--- config.mk ---
export PLATFORM = sky130hd
export DESIGN_NAME = fsm3_seq_ctrl
export DESIGN_NICKNAME = d
export VERILOG_FILES = /design/src/rtl/fsm3_pkg.sv /design/src/rtl/fsm3_onehot_next.sv /design/src/rtl/fsm3_seq_ctrl.sv
export SDC_FILE = /design/constraint.sdc
export NUM_CORES = 1
export LEC_CHECK = 0
export BUFFER_PORTS_ARGS = -buffer_cell sky130_fd_sc_hd__buf_2
export CAP_MARGIN = 20
export CORE_ASPECT_RATIO = 1.25
export CORE_MARGIN = 5
export CORE_UTILIZATION = 30
export DETAILED_ROUTE_END_ITERATION = 8
export SLEW_MARGIN = 20
export SYNTH_ARGS = -nofsm -noshare
export SYNTH_HDL_FRONTEND = slang
export SYNTH_SLANG_ARGS = --single-unit
--- constraint.sdc ---
create_clock -name clk -period 2.3 [get_ports clk]
set_clock_uncertainty 0.05 [all_clocks]
set_input_delay 0.115 -clock clk [delete_from_list [all_inputs] [get_ports clk]]
set_output_delay 0.115 -clock clk [all_outputs]
set_load 0.01 [all_outputs]
--- src/rtl/fsm3_pkg.sv ---
// Shared constants for the one-hot pattern FSM and its word-serialising controller.
package fsm3_pkg;

    localparam int unsigned DATA_W = 8;
    localparam int unsigned CNT_W  = 4;

    localparam logic [3:0] FSM_A = 4'b0001;
    localparam logic [3:0] FSM_B = 4'b0010;
    localparam logic [3:0] FSM_C = 4'b0100;
    localparam logic [3:0] FSM_D = 4'b1000;

    localparam logic [CNT_W-1:0] HIT_MAX  = 4'd8;
    localparam logic [CNT_W-1:0] LAST_BIT = 4'd7;

    typedef enum logic [1:0] {
        CTRL_IDLE   = 2'd0,
        CTRL_SHIFT  = 2'd1,
        CTRL_REPORT = 2'd2
    } ctrl_state_t;

    function automatic logic is_onehot(input logic [3:0] s);
        return (s != 4'b0000) && ((s & (s - 4'd1)) == 4'b0000);
    endfunction

endpackage

--- src/rtl/fsm3_onehot_next.sv ---
// Combinational next-state and Moore output for the A/B/C/D one-hot pattern FSM.
module fsm3_onehot_next
    import fsm3_pkg::*;
(
    input  logic       in_i,
    input  logic [3:0] state_i,
    output logic [3:0] next_state_o,
    output logic       out_o
);

    always_comb begin
        next_state_o = FSM_A;
        out_o        = state_i[3];
        case (state_i)
            FSM_A:   next_state_o = in_i ? FSM_B : FSM_A;
            FSM_B:   next_state_o = in_i ? FSM_B : FSM_C;
            FSM_C:   next_state_o = in_i ? FSM_D : FSM_A;
            FSM_D:   next_state_o = in_i ? FSM_B : FSM_C;
            // Any corrupted (non one-hot) encoding recovers to A.
            default: next_state_o = FSM_A;
        endcase
    end

endmodule

--- src/rtl/fsm3_seq_ctrl.sv ---
// Accepts 8-bit words, feeds them LSB first through the one-hot FSM and reports
// how many times state D was entered during each word.
module fsm3_seq_ctrl
    import fsm3_pkg::*;
(
    input  logic              clk,
    input  logic              reset,
    input  logic              in_valid,
    output logic              in_ready,
    input  logic [DATA_W-1:0] in_data,
    input  logic              fsm_clr,
    output logic [3:0]        fsm_state,
    output logic              fsm_out,
    output logic              out_valid,
    output logic [CNT_W-1:0]  out_count,
    output ctrl_state_t       dbg_ctrl_state
);

    // Handshake: a word transfers on a rising edge where in_valid and in_ready are
    // both high; in_ready is high only in IDLE and out_valid is never back-pressured.

    ctrl_state_t       ctrl_q, ctrl_d;
    logic [3:0]        fsm_q, fsm_d, fsm_nxt;
    logic [DATA_W-1:0] shreg_q, shreg_d;
    logic [CNT_W-1:0]  bit_cnt_q, bit_cnt_d;
    logic [CNT_W-1:0]  hit_q, hit_d;
    logic              out_valid_q, out_valid_d;
    logic [CNT_W-1:0]  out_count_q, out_count_d;

    fsm3_onehot_next u_next (
        .in_i        (shreg_q[0]),
        .state_i     (fsm_q),
        .next_state_o(fsm_nxt),
        .out_o       (fsm_out)
    );

    always_comb begin
        ctrl_d      = ctrl_q;
        fsm_d       = is_onehot(fsm_q) ? fsm_q : FSM_A;
        shreg_d     = shreg_q;
        bit_cnt_d   = bit_cnt_q;
        hit_d       = hit_q;
        out_valid_d = 1'b0;
        out_count_d = out_count_q;

        case (ctrl_q)
            CTRL_IDLE: begin
                // Clear lands on the acceptance edge, so the first bit starts from A.
                if (fsm_clr) begin
                    fsm_d = FSM_A;
                end
                if (in_valid) begin
                    shreg_d   = in_data;
                    bit_cnt_d = '0;
                    hit_d     = '0;
                    ctrl_d    = CTRL_SHIFT;
                end
            end
            CTRL_SHIFT: begin
                fsm_d     = fsm_nxt;
                shreg_d   = {1'b0, shreg_q[DATA_W-1:1]};
                bit_cnt_d = bit_cnt_q + 4'd1;
                if ((fsm_nxt == FSM_D) && (hit_q < HIT_MAX)) begin
                    hit_d = hit_q + 4'd1;
                end
                if (bit_cnt_q == LAST_BIT) begin
                    ctrl_d = CTRL_REPORT;
                end
            end
            CTRL_REPORT: begin
                out_valid_d = 1'b1;
                out_count_d = hit_q;
                ctrl_d      = CTRL_IDLE;
            end
            default: begin
                ctrl_d = CTRL_IDLE;
            end
        endcase
    end

    always_ff @(posedge clk) begin
        if (reset) begin
            ctrl_q      <= CTRL_IDLE;
            fsm_q       <= FSM_A;
            shreg_q     <= '0;
            bit_cnt_q   <= '0;
            hit_q       <= '0;
            out_valid_q <= 1'b0;
            out_count_q <= '0;
        end else begin
            ctrl_q      <= ctrl_d;
            fsm_q       <= fsm_d;
            shreg_q     <= shreg_d;
            bit_cnt_q   <= bit_cnt_d;
            hit_q       <= hit_d;
            out_valid_q <= out_valid_d;
            out_count_q <= out_count_d;
        end
    end

    assign in_ready       = (ctrl_q == CTRL_IDLE);
    assign fsm_state      = fsm_q;
    assign out_valid      = out_valid_q;
    assign out_count      = out_count_q;
    assign dbg_ctrl_state = ctrl_q;

endmodule

==> flow_summary.ini, run 1 <==
[route]
drt_first_pass_iters = 4
post_drt_via_cell_ratio = 4.82
wirelength_mm = 2.53
drtIter0Drc = 32
drc = 0
avgRoutedWirePerCell_um = 11.8
ant_nets = 0
vias = 1037

[global_routing]
grt_usage = 0.101
antenna_found_initial = 0
grt_max_degree = 25
grt_pass1_wl_mm = 4.42
grt_pass1_vias = 995
grt-ovfl-total = 0

[yosys]
synthMuxAreaShare = 0.0394
synth_top_family_by_area = simple AND/OR/NAND/NOR gates
syn_inst = 143
avgSynthCellArea_um2 = 8.89
synth_top_area_cell = dfxtp_1
yosys.area.top_type_share = 0.425
yosys.area_share.adder = 0.0197
synth_xor_area_frac = 0.0482
synth_compound_area_frac = 0.162
synth-simple-area-share = 0.249
synth_edf_count = 0
ys_seq_area_frac = 0.425
ys_types = 38
synth_area_mm2 = 0.00127
yosys_warnings = 0
postSynth.asyncResetShare = 0
yosys_most_used_dff = dfxtp_1
yosys-top-cells-area = dfxtp_1 (43%), nor2_1 (8.3%), a311oi_1 (4.8%)
ys_seq_elements = 27
syn_nets = 157

[layout]
final_nets = 174
drive_gt1_frac = 0.208
diodes = 0
design_area_mm2 = 0.00145
fill_cells = 467
syn_to_final_growth_pct = 13.9
multi_input_area_um2 = 659
regArea_um2 = 541

[placement]
hpwlAfterDp_mm = 1.88
gp_congestion = 0.731
placed_area_mm2 = 0.00140
port_buffers = 24

[power_and_ir_drop]
p_per_area_mw_per_mm2 = 581
vdd_drop_max_mv = 0.210
leakage_nw = 0.605

[clock_tree]
postCtsResizedCells = 0
cts_max_path_buffers = 2
clk_pin_slew_ns = 0.09
cts-hold-fix-buffers = 0
insertion_delay_ns = 0.27
clock_sinks = 27
htree_levels = 1
tritoncts = built
cts_root_buf = clkbuf_8
numCtsBuffers = 3
postCtsSetupRepairBufs = 0

[critical_path]
r2r_slack_ns = 0.63
arrival_ns = 1.78
crit_path_max_fanout = 8
cp-start-kind = flop
crit_type = reg2reg
crit_required_ns = 2.41
endpoint_kind = flop
r2r_start = fsm_state[2]
r2r_cells = 4
r2r-end = hit_q[1]

[timing]
setup_viol = 0
slew_headroom = 0.709
hold_viol_final = 0
rsz0062_at_grt = false
max_slew.worst_pin.slew_ns = 0.436
fin_crit_ns = 1.67
maxSlewViolCount = 0
timing.fmax_mhz = 600
fin_setup_tns_ns = 0
period_share = 0.725

[die]
die_height_um = 82.8
core_mm2 = 0.00410
initial_core_util = 0.310
rows = 26
die_w_um = 68.2
num_io_pins = 25
dieArea_mm2 = 0.00565

[run]
maxCapViolCount = 0

[worst_hold_path]
min_path_type = in2reg
hold_depth = 3
hold_start = in_data[7]
hold_end = shreg_q[7]

[outcome]
outcome = finished, final reports clean
[worst max-delay path by stage]
stage,from,endpoint,slack (ns),cells past startpoint
after global placement,fsm_state[1],hit_q[1],0.67,4
after CTS,fsm_state[1],hit_q[1],0.63,4
after floorplan,fsm_state[2],hit_q[1],0.64,5
final,fsm_state[2],hit_q[1],0.63,4
after global routing,fsm_state[2],hit_q[1],0.52,4
after detailed placement,fsm_state[1],hit_q[1],0.65,4
[layout make-up]
type,count,area share
multi-input cells,102,0.455
flip-flops and latches,27,0.373
repair buffers,25,0.0882
well taps,56,0.0484
clock buffers,3,0.0285
clock inverters,1,0.00346
inverters,1,0.00259
[cells in the mapped netlist (2+ instances only)]
| cell | instances |
|---|---|
| mux2i_1 | 5 |
| a311oi_1 | 7 |
| xor2_1 | 4 |
| nand3b_1 | 2 |
| nor3_1 | 2 |
| a21oi_1 | 4 |
| nor2b_1 | 2 |
| ha_1 | 2 |
| buf_4 | 2 |
| nand2_1 | 15 |
| a22oi_1 | 2 |
| nand2b_1 | 3 |
| clkbuf_1 | 7 |
| a32oi_1 | 2 |
| o21bai_1 | 2 |
| o21ai_0 | 3 |
| nor2_1 | 28 |
| nor4b_1 | 2 |
| dfxtp_1 | 27 |
| clkbuf_2 | 2 |
| xnor2_1 | 3 |
[power breakdown]
group / switching [mW] / internal [mW]
clock: 0.144 / 0.121
combinational: 0.0457 / 0.0312
sequential: 0.0148 / 0.483
total: 0.205 / 0.636
[metal layers]
| metal | wire length (µm) | vias to the layer above | part of all wire | global-route usage |
|---|---|---|---|---|
| met4 | 33 | 0 | 0.013 | 0.0417 |
| li1 | - | 532 | - | - |
| met3 | 134 | 4 | 0.053 | 0.0202 |
| met2 | 1230 | 23 | 0.49 | 0.167 |
| met1 | 1140 | 478 | 0.45 | 0.125 |
| met5 | 0 | - | 0 | 0 |
[state kept, by name, indices dropped and copies added, names as in the netlist]
signal,cells
bit_cnt_q,4
dbg_ctrl_state,2
fsm_state,4
hit_q,4
out_count,4
out_valid,1
shreg_q,8
[worst max-delay path, stage by stage, from the launching register on]
cell and delay [ns]:
dfxtp_1 0.49, or4b_4 0.55, nor3_4 0.22, mux2i_1 0.20, nor2_1 0.05
[cell families after synthesis]
logic type / count (synthesis)
xor gates and xnor gates: 7
DFF: 27
muxes: 5
AOI/OAI and AO/OA: 27
adders and majority gates: 2
and+or+nand+nor: 61
buffers and inverters: 14
[cells in the final DEF, fill, tap and decap left out, types with 2 or more instances in the layout]
| cell | instances |
|---|---|
| clkbuf_8 | 3 |
| o21ai_0 | 3 |
| a22oi_1 | 2 |
| nand3b_1 | 2 |
| nand2b_1 | 3 |
| a21oi_1 | 4 |
| nor2_1 | 28 |
| o21bai_1 | 2 |
| nand2_1 | 15 |
| nor2b_1 | 2 |
| buf_2 | 24 |
| mux2i_1 | 5 |
| nor4b_1 | 2 |
| ha_1 | 2 |
| xor2_1 | 4 |
| dfxtp_1 | 27 |
| nor3_1 | 2 |
| a311oi_1 | 7 |
| xnor2_1 | 3 |
| a32oi_1 | 2 |
[per-stage QoR]
stage                     hold slack, ns  utilization  worst slack [ns]  total power [mW]  instances
after floorplan                    0.143            -             0.643             0.562        143
after global placement             0.336        0.342             0.669             0.587        211
after detailed placement           0.340        0.342             0.645             0.587        211
after CTS                         0.0448        0.353             0.627             0.856        215
after global routing              0.0456        0.353             0.523             0.886        215
final                             0.0501        0.353             0.634             0.841        215
(Power assumes the default switching activity.)
==> run 2, diff against run 1 <==
==> constraint.sdc (replaced) <==
create_clock -name clk -period 1.54 [get_ports clk]
set_clock_uncertainty 0.05 [all_clocks]
set_input_delay 0.077 -clock clk [delete_from_list [all_inputs] [get_ports clk]]
set_output_delay 0.077 -clock clk [all_outputs]
set_load 0.01 [all_outputs]
==> run 2 against run 1 <==
Utilization increased by 1.5 points. Combinational power grew 70%. Die area unchanged. Worst setup slack got worse by 0.57 ns. Critical endpoint unchanged. Largest cell class unchanged. Highest routed layer unchanged.
==> flow_summary.ini, run 2 (same netlist as run 1, synthesis figures left out) <==
[outcome]
outcome = finished, final reports clean

[clock_tree]
htree_levels = 1
tritoncts = built
clk_pin_slew_ns = 0.09
cts_max_path_buffers = 2
clock_sinks = 27
cts-hold-fix-buffers = 0
numCtsBuffers = 3
cts_root_buf = clkbuf_8
insertion_delay_ns = 0.26
postCtsSetupRepairBufs = 0

[critical_path]
critPathTopFamily = simple AND/OR/NAND/NOR gates
r2r_slack_ns = 0.07
cp_slowest_cell = or4b_4
cp-start-kind = flop
crit_path_max_fanout = 3
path_cells = or4b_4 -> nor3_4 -> mux2i_1 -> nor2_1
endpoint_kind = flop
startpoint = fsm_state[1]
crit_required_ns = 1.65
critical_path_depth = 4
r2r_start = fsm_state[1]
cp_slowest_stage_delay_ns = 0.58
r2r-end = hit_q[1]
arrival_ns = 1.58
path_buf_inv = 0
crit_type = reg2reg
cp-endpoint = hit_q[1]
r2r_cells = 4

[route]
drt_first_pass_iters = 4
avgRoutedWirePerCell_um = 11.5
ant_nets = 0
wirelength_mm = 2.54
vias = 1052
drtIter0Drc = 53
post_drt_via_cell_ratio = 4.76
drc = 0

[global_routing]
grt_pass1_wl_mm = 4.53
grt_usage = 0.102
grt_max_degree = 25
grt-ovfl-total = 0
grt_pass1_vias = 1006
antenna_found_initial = 0

[layout]
final_common_cell = nor2_1
design_area_mm2 = 0.00151
layout_common_cells = nor2_1 (28), dfxtp_1 (24), buf_2 (24), nand2_1 (15), a311oi_1 (7)
drive_gt1_frac = 0.255
regMostFlops = shreg_q
final_nets = 180
fill_cells = 472
diodes = 0
syn_to_final_growth_pct = 18.7
largest_reg_flops = 8
stdcell_count = 221

[placement]
placed_area_mm2 = 0.00146
hpwlAfterDp_mm = 1.93
gp_congestion = 0.764
dp_cells = 217
port_buffers = 24

[timing]
max_slew.worst_pin.slew_ns = 0.440
fin_crit_ns = 1.47
period_share = 0.956
rsz0062_at_grt = true
timing.fmax_mhz = 679
hold_viol_final = 0
maxSlewViolCount = 0
slew_headroom = 0.706
setup_viol = 0
fin_setup_tns_ns = 0
fin_hold_ws_ns = 0.0155

[power_and_ir_drop]
p_per_area_mw_per_mm2 = 832
p_clk_frac = 0.305
finalPower_mw = 1.25
switching_share = 0.235
netSwitchingPower_mw = 0.295
sequentialPowerShare = 0.590
vdd_drop_max_mv = 0.398
leakage_nw = 0.641
comb_power_share = 0.104
internal_power_mw = 0.960

[die]
die_w_um = 68.2
dieArea_mm2 = 0.00565
core_mm2 = 0.00410
initial_core_util = 0.310
die_height_um = 82.8
num_io_pins = 25
rows = 26

[worst_hold_path]
min_path_type = in2reg

[run]
maxCapViolCount = 0
-- run 2: cell types whose count changed in the layout (fill, tap and decap cells not counted) --
cell     delta
dfxtp_2     +3
buf_12      +1
dfxtp_1     -3
buf_4       +5
-- run 2: layout make-up --
cell class	instances	area [µm²]	area share
Timing Repair Buffer	31	185	0.123
Inverter	1	3.75	0.00249
Clock inverter	1	5.00	0.00332
Tap cell	56	70.1	0.0464
Multi-Input combinational cell	102	659	0.437
Clock buffer	3	41.3	0.0274
Sequential cell	27	544	0.361
-- run 2: timing repair --
| item | CTS | global route |
|---|---|---|
| resized for setup | 0 | 1 |
| hold endpoints to repair | 0 | 0 |
| setup endpoints to repair | 0 | 2 |
-- run 2: power by group through the flow --
stage / Sequential (mW) / Combinational, mW / Clock (mW)
2_1_floorplan: 0.752 / 0.0879 / 0
3_3_place_gp: 0.756 / 0.132 / 0
3_5_place_dp: 0.757 / 0.133 / 0
4_1_cts: 0.741 / 0.134 / 0.397
5_1_grt: 0.745 / 0.150 / 0.430
6_report: 0.741 / 0.131 / 0.383
-- run 2: per-stage QoR --
step	utilization	worst slack, ns
4_1_cts	0.368	0.0551
6_report	0.368	0.0671
5_1_grt	0.368	-0.0464
3_5_place_dp	0.357	0.0604
2_1_floorplan	-	-0.0513
3_3_place_gp	0.357	0.0763
-- run 2: routing by layer --
layer	up-vias	global-route usage	wire length, µm
met2	11	0.178	1260
met4	0	0.0239	20
met1	497	0.128	1180
met5	-	0	0
met3	2	0.0189	85
li1	542	-	-
-- run 2: worst min-delay path by stage --
| stage | from | end | slack, ns | cells past startpoint |
|---|---|---|---|---|
| after global routing | in_data[2] | shreg_q[2] | 0.03 | 3 |
| after CTS | in_data[2] | shreg_q[2] | 0.02 | 3 |
| after floorplan | reset | dbg_ctrl_state[1] | 0.11 | 1 |
| final | in_data[5] | shreg_q[5] | 0.02 | 3 |
| after detailed placement | in_data[2] | shreg_q[2] | 0.30 | 3 |
| after global placement | in_data[5] | shreg_q[5] | 0.30 | 3 |
-- run 2: worst min-delay path, stage by stage --
cell and delay, ns:
buf_2 0.09, nand2_1 0.04, a311oi_1 0.07
==> run 3, diff against run 2 <==
--- a/config.mk
+++ b/config.mk
@@ -7,10 +7,14 @@
 export LEC_CHECK = 0
 export BUFFER_PORTS_ARGS = -buffer_cell sky130_fd_sc_hd__buf_2
 export CAP_MARGIN = 20
+export CELL_PAD_IN_SITES_DETAIL_PLACEMENT = 1
+export CELL_PAD_IN_SITES_GLOBAL_PLACEMENT = 2
 export CORE_ASPECT_RATIO = 1.25
 export CORE_MARGIN = 5
 export CORE_UTILIZATION = 30
 export DETAILED_ROUTE_END_ITERATION = 8
+export PLACE_DENSITY_LB_ADDON = 0.1
+export SKIP_CTS_REPAIR_TIMING = 1
 export SLEW_MARGIN = 20
 export SYNTH_ARGS = -nofsm -noshare
 export SYNTH_HDL_FRONTEND = slang
==> run 3 against run 2 <==
Wire length increased by 22%. Sequential cell count unchanged. Count of clock-buffer cells in the layout unchanged. Clock power increased by 8.4%. Largest cell class unchanged. Global-route usage increased by 2.0 points. Hold slack got worse by 0.013 ns.
==> flow_summary.ini, run 3 (same netlist as run 1, synthesis figures left out) <==
[run]
maxCapViolCount = 0

[placement]
port_buffers = 24
hpwlAfterDp_mm = 2.35
gp_congestion = 0.685
pre_cts_slack_ns = 0.0270

[die]
dieArea_mm2 = 0.00565
initial_core_util = 0.310
die_w_um = 68.2
core_mm2 = 0.00410
num_io_pins = 25
rows = 26
die_height_um = 82.8

[route]
avgRoutedWirePerCell_um = 13.9
wirelength_mm = 3.10
drtIter0Drc = 44
vias = 1098
drt_first_pass_iters = 2
post_drt_via_cell_ratio = 4.92
drc = 0
ant_nets = 0

[critical_path]
cp-start-kind = flop
crit_type = reg2reg
endpoint_kind = flop
arrival_ns = 1.62
crit_path_max_fanout = 3
crit_required_ns = 1.67
r2r_cells = 4

[timing]
fin_setup_tns_ns = 0
timing.fmax_mhz = 670
fin_hold_ws_ns = 0.00253
slew_headroom = 0.700
rsz0062_at_grt = true
fin_crit_ns = 1.49
maxSlewViolCount = 0
hold_viol_final = 0
setup_viol = 0
worst_slack_ns = 0.0478
max_slew.worst_pin.slew_ns = 0.450
period_share = 0.969

[clock_tree]
numCtsBuffers = 3
tritoncts = built
clock_sinks = 27
clk_pin_slew_ns = 0.10
cts_root_buf = clkbuf_8
htree_levels = 1
cts_max_path_buffers = 2
insertion_delay_ns = 0.28

[layout]
diodes = 0
regMostFlops = shreg_q
post-route-util = 0.369
multi_input_area_um2 = 659
drive_gt1_frac = 0.263
fill_cells = 523
final_nets = 182
largest_reg_flops = 8
layout_common_cells = nor2_1 (28), dfxtp_1 (24), buf_2 (24), nand2_1 (15), buf_4 (9)
syn_to_final_growth_pct = 19.1
regArea_um2 = 544
final_common_cell = nor2_1

[power_and_ir_drop]
leakage_nw = 0.642
vdd_drop_max_mv = 0.264
p_per_area_mw_per_mm2 = 852

[global_routing]
grt_pass1_vias = 1151
grt_max_degree = 25
grt_pass1_wl_mm = 5.28
grt-ovfl-total = 0
antenna_found_initial = 0
grt_usage = 0.122

[worst_hold_path]
min_path_type = in2reg
hold_depth = 3

[outcome]
outcome = finished, final reports clean
## run 3: cell types whose count changed in the layout (fill, tap and decap cells not counted)
cell / previous run / this run
clkinvlp_4: 0 / 1
clkinv_2: 1 / 0
buf_12: 1 / 0
buf_4: 6 / 9
## run 3: final timing paths
kind | start | to | slack, ns
setup / recovery | fsm_state[1] | hit_q[1] | 0.05
setup reg to reg | fsm_state[1] | hit_q[1] | 0.05
hold / removal | in_data[6] | shreg_q[6] | 0.003
hold reg to reg | shreg_q[2] | shreg_q[1] | 0.44
## run 3: metrics by stage
stage / cell area, µm² / power [mW] / std cells
floorplan: 1290 / 0.840 / 143
global placement: 1460 / 0.892 / 219
detailed placement: 1460 / 0.895 / 219
CTS: 1510 / 1.32 / 223
global route: 1510 / 1.36 / 223
finish: 1510 / 1.29 / 223
## run 3: final cells by class
type | instances | share of cell area
tap | 56 | 0.0463
sequential | 27 | 0.360
timing repair buffer | 33 | 0.124
clock buffer | 3 | 0.0273
inverter | 1 | 0.00248
clock inverter | 1 | 0.00496
multi-input combinational | 102 | 0.436
## run 3: power breakdown
group | switching (mW) | internal, mW
logic | 0.0783 | 0.0566
registers | 0.0178 | 0.723
clock network | 0.231 | 0.184
total | 0.327 | 0.963
## run 3: critical path: stages (launching register included)
cell     delay [ns]
dfxtp_2        0.34
or4b_4         0.59
nor3_4         0.17
mux2i_1        0.20
nor2_1         0.05
## run 3: metal layers
metal	global-route usage	wire length (µm)
met1	0.143	1390
met2	0.224	1560
met3	0.0202	107
met4	0.0358	40
met5	0	0
